File: src/rtl/uart_rx_fifo_if.sv
// uart_rx_fifo_if: serial input, FIFO read port and error flags of the UART receiver
//  rx         master->slave  serial line, idle high
//  rd_en      master->slave  pop FIFO head
//  clr_err    master->slave  clear sticky error flags
//  data       slave->master  FIFO head byte
//  data_valid slave->master  FIFO not empty
//  frame_err  slave->master  sticky framing error
//  overrun    slave->master  sticky overrun
interface uart_rx_fifo_if;
  logic       rx;
  logic       rd_en;
  logic       clr_err;
  logic [7:0] data;
  logic       data_valid;
  logic       frame_err;
  logic       overrun;
  modport master (output rx, rd_en, clr_err, input data, data_valid, frame_err, overrun);
  modport slave (input rx, rd_en, clr_err, output data, data_valid, frame_err, overrun);
endinterface

File: src/rtl/uart_rx_fifo.sv
// uart_rx_fifo: 8N1 UART receiver with first-word-fall-through FIFO and sticky error flags
//  clk  system clock
//  rst  synchronous reset, active-high
//  bus  uart_rx_fifo_if.slave: rx, rd_en, clr_err in; data, data_valid, frame_err, overrun out
module uart_rx_fifo #(
  parameter int BAUD_DIV  = 218,
  parameter int FIFO_LOG2 = 2
) (
  input logic           clk,
  input logic           rst,
  uart_rx_fifo_if.slave bus
);
  localparam int DEPTH = 1 << FIFO_LOG2;
  localparam int CW = $clog2(BAUD_DIV);
  localparam logic [CW-1:0] HALF = CW'(BAUD_DIV / 2 - 1);
  localparam logic [CW-1:0] FULL = CW'(BAUD_DIV - 1);
  typedef enum logic [2:0] {WAIT_HIGH, IDLE, START, DATA, STOP} state_t;
  state_t state, state_n;
  logic [CW-1:0] cnt, cnt_n;
  logic [2:0] bitn, bitn_n;
  logic [7:0] sr, sr_n;
  logic s1, rx_s, tick, push, set_fe;
  logic fe, ov;
  logic [7:0] mem [DEPTH];
  logic [FIFO_LOG2-1:0] wr_ptr, rd_ptr;
  logic [FIFO_LOG2:0] count;
  logic full, pop, do_push, set_ov;
  assign tick = cnt == '0;
  always_comb begin
    state_n = state;
    cnt_n = cnt - CW'(1);
    bitn_n = bitn;
    sr_n = sr;
    push = 1'b0;
    set_fe = 1'b0;
    unique case (state)
      WAIT_HIGH: state_n = rx_s ? IDLE : WAIT_HIGH;
      IDLE: if (!rx_s) begin
        state_n = START;
        cnt_n = HALF;
      end
      START: if (tick) begin
        state_n = rx_s ? IDLE : DATA;
        cnt_n = FULL;
        bitn_n = 3'd0;
      end
      DATA: if (tick) begin
        sr_n = {rx_s, sr[7:1]};
        bitn_n = bitn + 3'd1;
        cnt_n = FULL;
        state_n = bitn == 3'd7 ? STOP : DATA;
      end
      STOP: if (tick) begin
        state_n = rx_s ? IDLE : WAIT_HIGH;
        push = rx_s;
        set_fe = !rx_s;
      end
      default: state_n = WAIT_HIGH;
    endcase
  end
  // count MSB is set only at DEPTH, so it doubles as the full flag
  assign full = count[FIFO_LOG2];
  assign pop = bus.rd_en && count != '0;
  assign do_push = push && (!full || pop);
  assign set_ov = push && full && !pop;
  always_ff @(posedge clk) begin
    if (rst) begin
      s1 <= 1'b1;
      rx_s <= 1'b1;
      state <= WAIT_HIGH;
      cnt <= '0;
      bitn <= '0;
      sr <= '0;
      fe <= 1'b0;
      ov <= 1'b0;
      mem <= '{default: 8'h00};
      wr_ptr <= '0;
      rd_ptr <= '0;
      count <= '0;
    end else begin
      s1 <= bus.rx;
      rx_s <= s1;
      state <= state_n;
      cnt <= cnt_n;
      bitn <= bitn_n;
      sr <= sr_n;
      fe <= set_fe || (fe && !bus.clr_err);
      ov <= set_ov || (ov && !bus.clr_err);
      if (do_push) mem[wr_ptr] <= sr;
      wr_ptr <= wr_ptr + FIFO_LOG2'(do_push);
      rd_ptr <= rd_ptr + FIFO_LOG2'(pop);
      count <= count + (FIFO_LOG2 + 1)'(do_push) - (FIFO_LOG2 + 1)'(pop);
    end
  end
  assign bus.data = mem[rd_ptr];
  assign bus.data_valid = count != '0;
  assign bus.frame_err = fe;
  assign bus.overrun = ov;
endmodule

File: src/flat_wrapper.sv
// flat-port wrapper written by rule: the top's interface ports become plain ports
module uart_rx_fifo_flat 
#(
  parameter int BAUD_DIV  = 218,
  parameter int FIFO_LOG2 = 2
)
  (clk, rst, bus_rx, bus_rd_en, bus_clr_err, bus_data, bus_data_valid, bus_frame_err, bus_overrun);
  uart_rx_fifo_if bus_i ();
  input logic clk;
  input logic rst;
  input wire logic [$bits(bus_i.rx)-1:0] bus_rx;
  input wire logic [$bits(bus_i.rd_en)-1:0] bus_rd_en;
  input wire logic [$bits(bus_i.clr_err)-1:0] bus_clr_err;
  output wire logic [$bits(bus_i.data)-1:0] bus_data;
  output wire logic [$bits(bus_i.data_valid)-1:0] bus_data_valid;
  output wire logic [$bits(bus_i.frame_err)-1:0] bus_frame_err;
  output wire logic [$bits(bus_i.overrun)-1:0] bus_overrun;
  assign bus_i.rx = bus_rx;
  assign bus_i.rd_en = bus_rd_en;
  assign bus_i.clr_err = bus_clr_err;
  assign bus_data = bus_i.data;
  assign bus_data_valid = bus_i.data_valid;
  assign bus_frame_err = bus_i.frame_err;
  assign bus_overrun = bus_i.overrun;
  uart_rx_fifo #(.BAUD_DIV(BAUD_DIV), .FIFO_LOG2(FIFO_LOG2)) u_core (.clk(clk), .rst(rst), .bus(bus_i));
endmodule
File: config.mk
export PLATFORM = sky130hd
export DESIGN_NAME = uart_rx_fifo_flat
export DESIGN_NICKNAME = d
export VERILOG_FILES = /design/src/rtl/uart_rx_fifo_if.sv /design/src/rtl/uart_rx_fifo.sv /design/src/flat_wrapper.sv
export SDC_FILE = /design/constraint.sdc
export NUM_CORES = 1
export LEC_CHECK = 0
export ABC_AREA = 1
export CAP_MARGIN = 0
export CORE_MARGIN = 1
export CORE_UTILIZATION = 50
export CTS_BUF_LIST = sky130_fd_sc_hd__clkbuf_8
export DETAILED_ROUTE_END_ITERATION = 10
export MAX_ROUTING_LAYER = met4
export PLACE_DENSITY = 0.77
export SLEW_MARGIN = 20
export SYNTH_ARGS = -nofsm -noshare
export SYNTH_HDL_FRONTEND = slang
export SYNTH_SLANG_ARGS = --single-unit
File: constraint.sdc
create_clock -name clk -period 3 [get_ports clk]
set_input_delay 0.45 -clock clk [delete_from_list [all_inputs] [get_ports clk]]
set_output_delay 0.45 -clock clk [all_outputs]
set_load 0.1 [all_outputs]
# Yosys cells after proc, flatten, opt, wreduce, memory -nomap -nowiden
# Cells that the tools add are included.
word_totals:
  input_bits: 5
  wordCells: 81
  output_inout_bits: 11
  reg_bits: 65
op_classes:
  n_lt_le_gt_ge: 3
  n_bitwise: 2
  mux: 24
  reduce_logical: 22
  addsub: 6
  n_eq_ne: 9
ops:
  columns: ["operator", "count"]
  rows:
  - ["$mux 8", 5]
  - ["$bwmux 32", 1]
  - ["$mux 3", 7]
  - ["$bmux 8 s2", 1]
  - ["$demux 8 s2", 1]
  - ["$pmux 8 s2", 1]
  - ["$pmux 3 s5", 1]
  - ["$logic_not 8->1", 1]
  - ["$sub 8x1->8 const B", 1]
  - ["$logic_and 1x1->1", 7]
  - ["$eq 3x2->1 const B", 2]
  - ["$eq 3x3->1 const B", 2]
  - ["$ge 3x3->1 const B", 2]
  - ["$ne 2x1->1 const B", 3]
  - ["$not 2->3", 2]
  - ["$pmux 3 s2", 1]
  - ["$mux 1", 5]
  - ["$add 2x1->2", 2]
  - ["$logic_not 1->1", 4]
  - ["$reduce_and 4->1", 1]
  - ["$add 3x1->3", 1]
  - ["$add 3x1->3 const B", 1]
  - ["$eq 3x1->1 const B", 1]
  - ["$logic_not 3->1", 1]
  - ["other kinds (10)", 12]

# Logic depth before layout (Yosys ltp)
# Gate-level depths: netlist of the first run.
depth:
  word_depth: 6
  mapped_depth: 12
  depth_no_buf: 12

# Worst setup path before layout of the first run
# No wires, ideal clock.
synth_timing:
  kind: "register to output"
  startpoint: "register u_core.rd_ptr[0]"
  endpoint: "output port bus_data[5]"
  slack_ns: 0.224
  path_stages_with_launch: 5
  t_arrival_ns: 2.326
  required_ns: 2.550
  path_buffers: 1
  path_cell_list: "dfxtp_1 inv_1 clkbuf_1 o21ai_0 o22ai_1"
synth_via:
  elab_chain_cells: 4
synth_lines:
  columns: ["item", "line_no", "text"]
  rows:
  - ["start, declared", "uart_rx_fifo.sv:25", "logic [FIFO_LOG2-1:0] wr_ptr, rd_ptr;"]
  - ["start signal, assigned", "uart_rx_fifo.sv:91", "rd_ptr <= rd_ptr + FIFO_LOG2'(pop);"]
  - ["$not 2->3 (implied by the code)", "uart_rx_fifo.sv:95", "assign bus.data = mem[rd_ptr];"]
  - ["$bmux 8 s2", "uart_rx_fifo.sv:95", null]
  - ["$mux 8 (implied by the code) (2 in a row)", "uart_rx_fifo.sv:95", null]
  - ["end, declared", "flat_wrapper.sv:14", "output wire logic [$bits(bus_i.data)-1:0] bus_data;"]
# No other way between the ends. The select of a mux whose other input is x is not followed.

# Final worst setup path of the first run
layout_timing:
  startpoint: "register u_core.cnt[0]"
  endpoint: "register u_core.count[2]"
layout_via:
  elab_chain_cells: 6
layout_lines:
  columns: ["item", "line_no", "text"]
  rows:
  - ["start, declared", "uart_rx_fifo.sv:19", "logic [CW-1:0] cnt, cnt_n;"]
  - ["start signal, assigned", "uart_rx_fifo.sv:84", "cnt <= cnt_n;"]
  - ["$logic_not 8->1", "uart_rx_fifo.sv:28", "assign tick = cnt == '0;"]
  - ["$mux 1", "uart_rx_fifo.sv:53", "STOP: if (tick) begin"]
  - ["$mux 1", "uart_rx_fifo.sv:36", "unique case (state)"]
  - ["$logic_and 1x1->1", "uart_rx_fifo.sv:64", "assign do_push = push && (!full || pop);"]
  - ["$add 3x1->3", "uart_rx_fifo.sv:92", "count <= count + (FIFO_LOG2 + 1)'(do_push) - (FIFO_LOG2 + 1)'(pop);"]
  - ["$sub 3x1->3", "uart_rx_fifo.sv:92", null]
  - ["end signal, assigned", "uart_rx_fifo.sv:92", null]
  - ["end, declared", "uart_rx_fifo.sv:26", "logic [FIFO_LOG2:0] count;"]
# No other way between the ends.
# A chain may end at the register's enable or synchronous reset.

==> metrics.md, run 1 <==
| Metric | Value |
|---|---|
| Layout cells sized above 1 | 0.123 |
| R2r startpoint | u_core.cnt[0] |
| Cell count of the worst hold path | 1 |
| Resized Gates After CTS | 0 |
| Site Rows | 28 |
| RD Place Congestion | 0.836 |
| Die W | 80.5 um |
| Yosys cell types | 38 |
| Final period util | 0.759 |
| Final WS setup | 724 ps |
| Clock Power Share | 0.233 |
| DRT iter0 DRCs | 188 |
| Final WL | 6190 um |
| #FFs+latches synth | 65 |
| CTS tree | done |
| Placed wire-length estimate | 4450 um |
| Die area | 6480 um^2 |
| Sw frac | 0.448 |
| Total grt overflow | 0 |
| Fin crit period | 2280 ps |
| Clk_lat worst skew | 340 ps |
| Worst vdd ir | 0.000820 V |
| Synthesized Nets | 410 |
| Most common cell after layout, fill and taps aside | nor2_1 |
| Net switching power | 1430 uW |
| Clk root buf | clkbuf_8 |
| # Max-Cap Violations | 0 |
| Number of buffers created by CTS | 9 |
| Max Fclk | 0.439 GHz |
| Largest net degree at the start of global routing | 35 |
| Worst Min Path Start | u_core.s1 |
| Critical path arrival | 2550 ps |
| Via count | 2547 |
| Internal | 1760 uW |
| Setup crit start kind | register |
| Worst setup path category | reg2reg |
| Initial antenna violation count | 0 |
| Seq/Total Area, Yosys | 0.422 |
| Drt drc | 0 |
| Worst-path clk slew | 70 ps |
| First-pass GRT wire length | 10700 um |
| Power density cells | 934 nW/um^2 |
| Area Overhead vs Synth | 10.9% |
| Sink of the worst hold path | u_core.rx_s |
| Least-Margin Pin Slew | 841 ps |
| Slew HR | 0.439 |
| Cell Area, Synth | 3080 um^2 |
| Status | completed |
| CTS H-tree lvls | 3 |
| Fin. max-slew vios | 0 |
| Clock Path Buffers | 2 |
| Final hold violation count | 0 |
| Cts hold-fix bufs | 0 |
| HP Class | reg2reg |
| # diodes | 0 |
| Comb pwr share | 0.439 |
| Pre-CTS setup slack | 517 ps |
| R2R Path End | u_core.count[2] |
| Register-to-Register Path Depth | 12 |
| Vias in the first global route | 2315 |
| Final nets | 424 |
| GRT Overall Usage | 0.227 |
| Non-Filler Instances | 490 |
| Static Leakage | 0.00149 uW |
| Worst Path Max Fanout | 9 |
| Setup TNS Final | 0 ps |
| CP required | 3270 ps |
| Via/cell ratio | 5.20 |
| R2r setup slk | 720 ps |
| Port-buffer cells | 15 |
| Most frequent cells in the layout | nor2_1, dfxtp_1, nand2_1 |
| Drt pass-1 iters | 4 |
| Die H | 80.5 um |
| Placed cells | 475 |
| Post-Synthesis Cells | 397 |
| Synth Warn # | 0 |
| RSZ-0062 raised after global routing | no |
| Setup Buffers After CTS | 0 |
| Avg Cell Area, Syn | 7.77 um^2 |
| Seq pwr share | 0.328 |
| # clock sinks | 65 |
| Core area | 5920 um^2 |
| Final setup skew | 5.47 ps |
| Number of top-level pins | 16 |
| Wire per inst | 12.6 um |
| Setup violations, final | 0 |
| Starting Density | 0.521 |
| Crit path capture type | register |
| Post-DRT Antenna Nets | 0 |
-- kinds of logic after synthesis --
kind of cell / count (synthesis) / share of synthesized area
and+or+nand+nor: 190 / 0.300
AOI/OAI and AO/OA: 76 / 0.145
DFF: 65 / 0.422
buffers and inverters: 51 / 0.0775
adders and majority gates: 8 / 0.0349
xor gates and xnor gates: 7 / 0.0199
-- critical path: stages (launching register included) --
cell	delay, ps
dfxtp_1	300
inv_1	80
ha_1	220
nand2_2	120
nor2_8	210
nand2_2	90
nor2_4	180
ha_1	180
inv_1	50
fa_1	360
xor2_1	170
o21ai_0	100
a21oi_1	150
-- final cells by class --
cell class	count	area, um^2
inverter	37	149
fill	563	2500
clock buffer	11	151
tap	75	93.8
sequential	65	1300
multi-input combinational	281	1540
timing repair buffer	17	138
clock inverter	4	43.8
-- sequential cells by signal, indices dropped and copies added (netlist names) --
register,count
u_core.mem,32
u_core.sr,8
u_core.state,3
u_core.bus.frame_err,1
u_core.rd_ptr,2
u_core.bus.overrun,1
u_core.bitn,3
u_core.cnt,8
u_core.wr_ptr,2
u_core.s1,1
u_core.count,3
u_core.rx_s,1
-- Yosys cell counts (all sizes together) --
master / number / area share
a41oi: 1 / 0.0028
nand4: 2 / 0.0041
o21a: 1 / 0.0024
o21ba: 1 / 0.0032
nand2: 45 / 0.069
nor2: 106 / 0.15
dfxtp: 65 / 0.42
a211oi: 1 / 0.0024
o21bai: 16 / 0.039
clkinv: 3 / 0.0069
a21oi: 19 / 0.031
nand3: 24 / 0.043
nor3: 8 / 0.020
clkbuf: 9 / 0.014
or2: 4 / 0.0081
a31oi: 1 / 0.0020
fa: 1 / 0.0065
inv: 34 / 0.041
ha: 7 / 0.028
xor2: 3 / 0.0085
xnor2: 4 / 0.011
nand3b: 1 / 0.0024
o31ai: 1 / 0.0024
buf: 5 / 0.015
o21ai: 27 / 0.044
o22ai: 8 / 0.016
-- stage by stage --
step	util	hold slack, ps	cell area [um^2]	power, uW
after global placement	0.545	399	3220	2460
after floorplan	-	389	3080	2230
after CTS	0.578	420	3420	3220
after global routing	0.578	440	3420	3400
final	0.578	420	3420	3190
after detailed placement	0.545	402	3220	2470
-- power groups by stage --
stage / clock network [uW] / registers [uW] / logic, uW
after floorplan: 0 / 1040 / 1190
after global placement: 0 / 1060 / 1390
after detailed placement: 0 / 1070 / 1410
after CTS: 761 / 1050 / 1410
after global routing: 803 / 1070 / 1530
final: 744 / 1050 / 1400
-- worst max-delay path by stage --
| stage | slack (ps) | end | depth (start not counted) | startpoint |
|---|---|---|---|---|
| floorplan | 220 | bus_data[5] | 4 | u_core.rd_ptr[0] |
| global placement | 580 | u_core.count[2] | 11 | bus_rd_en |
| detailed placement | 520 | u_core.count[2] | 11 | bus_rd_en |
| CTS | 710 | u_core.count[2] | 12 | u_core.cnt[0] |
| global route | 460 | u_core.count[2] | 12 | u_core.cnt[0] |
| finish | 720 | u_core.count[2] | 12 | u_core.cnt[0] |
-- metal layers --
layer | global-route usage | up-vias | share of wire
li1 | - | 1313 | -
met1 | 0.286 | 1171 | 0.47
met2 | 0.340 | 53 | 0.47
met3 | 0.0375 | 10 | 0.044
met4 | 0.134 | 0 | 0.019
met5 | - | - | 0
Note: power is estimated with default switching activity, not from simulation.
==> run 2: changes to the inputs <==
- clock period: 3 -> 2.1 ns (I/O delays scaled with it)
==> run 2 against run 1 <==
  * Final area increased by 7.8%
  * Wire length grew 8.0%
  * Count of clock-buffer cells in the layout fell by 1
  * Hold slack improved by 31 ps
  * Cell count increased by 2.0%
  * Sequential share of layout area down 2.7 points
  * Global-route usage rose by 1.0 points
  * Via count grew 3.6%
  * First-iteration DRC count fell by 31%
  * Clock skew grew 4.6 ps
  * Register-to-register slack got worse by 560 ps
  * Core utilization up 4.5 points
==> metrics.md, run 2 (synthesis results as in run 1) <==
| Metric | Value |
|---|---|
| Status | completed |
| Wire per inst | 13.4 um (+5.8%) |
| GRT Overall Usage | 0.237 (+0.0103) |
| Highest routed layer | met4 |
| Cell count of the worst hold path | 1 (unchanged) |
| RSZ-0062 raised after global routing | no |
| Setup violations, final | 0 (unchanged) |
| Non-Filler Instances | 500 (+2.0%) |
| Cts hold-fix bufs | 0 (unchanged) |
| Final hold violation count | 0 (unchanged) |
| Slew HR | 0.609 (+0.170) |
| Worst setup path category | reg2out |
| Pre-CTS setup slack | -265 ps (-782 ps) |
| Via count | 2638 (+3.6%) |
| Routed length on met3 | 243 um (-11%) |
| Port-buffer cells | 15 (unchanged) |
| Most common cell after layout, fill and taps aside | nor2_1 |
| Clk_lat worst skew | 350 ps (about the same) |
| Clk root buf | clkbuf_8 |
| DRT iter0 DRCs | 129 (-31%) |
| Via/cell ratio | 5.28 (+1.5%) |
| # clock sinks | 65 (unchanged) |
| Setup crit start kind | register |
| Number of buffers created by CTS | 9 (unchanged) |
| Worst hold slack | 451 ps (+30.7 ps) |
| Worst Setup SP | u_core.rd_ptr[0] |
| Pwr Total | 5050 uW (+58%) |
| Post-DRT Antenna Nets | 0 (unchanged) |
| Drt pass-1 iters | 6 (+2) |
| Regs by FF count | u_core.mem x32, u_core.cnt x8, u_core.sr x8 |
| Initial antenna violation count | 0 (unchanged) |
| Crit path capture type | output pin |
| Die area | 6480 um^2 (unchanged) |
| Total grt overflow | 0 (unchanged) |
| Power density cells | 1370 nW/um^2 (+47%) |
| Layout cells sized above 1 | 0.184 (+0.0606) |
| Post-route cell area | 3690 um^2 (+7.8%) |
| Core area | 5920 um^2 (unchanged) |
| Final setup skew | 10.0 ps (+4.57 ps) |
| Worst-path clk slew | 80 ps (about the same) |
| CP required | 1780 ps (-1490 ps) |
| Placed wire-length estimate | 4640 um (+4.4%) |
| HP Class | reg2reg |
| # Max-Cap Violations | 0 (unchanged) |
| Clock Path Buffers | 2 (unchanged) |
| Least-Margin Pin Slew | 586 ps (-255 ps) |
| Met2 routed WL | 3160 um (+8.7%) |
| First-pass GRT wire length | 11100 um (+4.3%) |
| Area Overhead vs Synth | 19.6% |
| Die W | 80.5 um (unchanged) |
| Fin. max-slew vios | 0 (unchanged) |
| Setup Buffers After CTS | 0 (unchanged) |
| Fin crit period | 1980 ps |
| Critical path arrival | 1660 ps (-890 ps) |
| # diodes | 0 (unchanged) |
| Met1 wire length | 3120 um (+8.2%) |
| R2r setup slk | 160 ps (-560 ps) |
| Crit path capture | bus_data[3] |
| CTS H-tree lvls | 3 (unchanged) |
| Site Rows | 28 (unchanged) |
| Biggest register | u_core.mem |
| Max reg flops | 32 (unchanged) |
| Static Leakage | 0.00158 uW (+6.0%) |
| Max Fclk | 0.505 GHz |
| Vias in the first global route | 2418 (+4.4%) |
| Most frequent cells in the layout | nor2_1, dfxtp_1, nand2_1 |
| Die H | 80.5 um (unchanged) |
| CTS tree | done |
| Final nets | 433 (+2.1%) |
| Final period util | 0.942 |
| R2R Path End | u_core.count[2] |
| Placed cells | 484 (+1.9%) |
| Drt drc | 0 (unchanged) |
| Final WL | 6680 um (+8.0%) |
| Register-to-Register Path Depth | 10 (-2) |
| Placed inst area | 3450 um^2 (+7.1%) |
| Number of top-level pins | 16 (unchanged) |
| Starting Density | 0.521 (unchanged) |
| Largest net degree at the start of global routing | 35 (unchanged) |
| R2r startpoint | u_core.count[1] |
| Final WS setup | 121 ps (-603 ps) |
| Worst vdd ir | 0.00115 V (+40%) |
| Worst Path Max Fanout | 16 (+7) |
| RD Place Congestion | 0.843 (+0.74%) |
-- run 2: cell types whose count changed in the layout (fill, tap and decap cells not counted), moves of 2 or more --
| cell | delta |
|---|---|
| buf_12 | +9 |
| o22ai_2 | +8 |
| clkinvlp_4 | +2 |
| o22ai_1 | -8 |
| dfxtp_2 | +2 |
| dfxtp_1 | -2 |
-- run 2: per-layer routing --
metal / GRT usage / vias to the layer above
met5: - / -
met4: 0.111 / 0
met3: 0.0511 / 16
met2: 0.371 / 54
met1: 0.290 / 1229
li1: - / 1339
-- run 2: worst min path at each step --
stage | from | endpoint | slack [ps]
2_1_floorplan | u_core.s1 | u_core.rx_s | 390
3_3_place_gp | u_core.s1 | u_core.rx_s | 400
3_5_place_dp | u_core.s1 | u_core.rx_s | 440
4_1_cts | u_core.s1 | u_core.rx_s | 450
5_1_grt | u_core.s1 | u_core.rx_s | 450
6_report | u_core.s1 | u_core.rx_s | 450
-- run 2: critical path, cell delays in order (launching register included) --
cell,delay [ps]
dfxtp_1,320
inv_1,390
o21ai_0,190
o22ai_2,190
buf_12,210
-- run 2: metrics by stage --
stage,util,TNS [ps]
final,0.623,0
after global routing,0.623,0
after CTS,0.617,0
after detailed placement,0.583,-341
after global placement,0.583,-171
after floorplan,-,0
-- run 2: repair_timing --
action / 4_1_cts / 5_1_grt
endpoints found under the setup margin: 0 / 1
resized for setup: 0 / 11
endpoints found under the hold margin: 0 / 0
-- run 2: layout make-up --
cell class | instances | area, um^2
well taps | 75 | 93.8
multi-input cells | 281 | 1630
clock buffers | 10 | 138
clock inverters | 6 | 58.8
fillers | 520 | 2230
repair buffers | 26 | 318
inverters | 37 | 149
flip-flops and latches | 65 | 1300
-- run 2: power by group --
| part | internal [uW] | switching (uW) |
|---|---|---|
| clock | 571 | 483 |
| sequential | 1370 | 134 |
| combinational | 881 | 1610 |
| total | 2820 | 2230 |
==> run 3: changes to the inputs <==
- HOLD_SLACK_MARGIN: unset -> 0.15
==> results of run 3 <==
Final layout, timing and power as in run 2 (identical DEF).
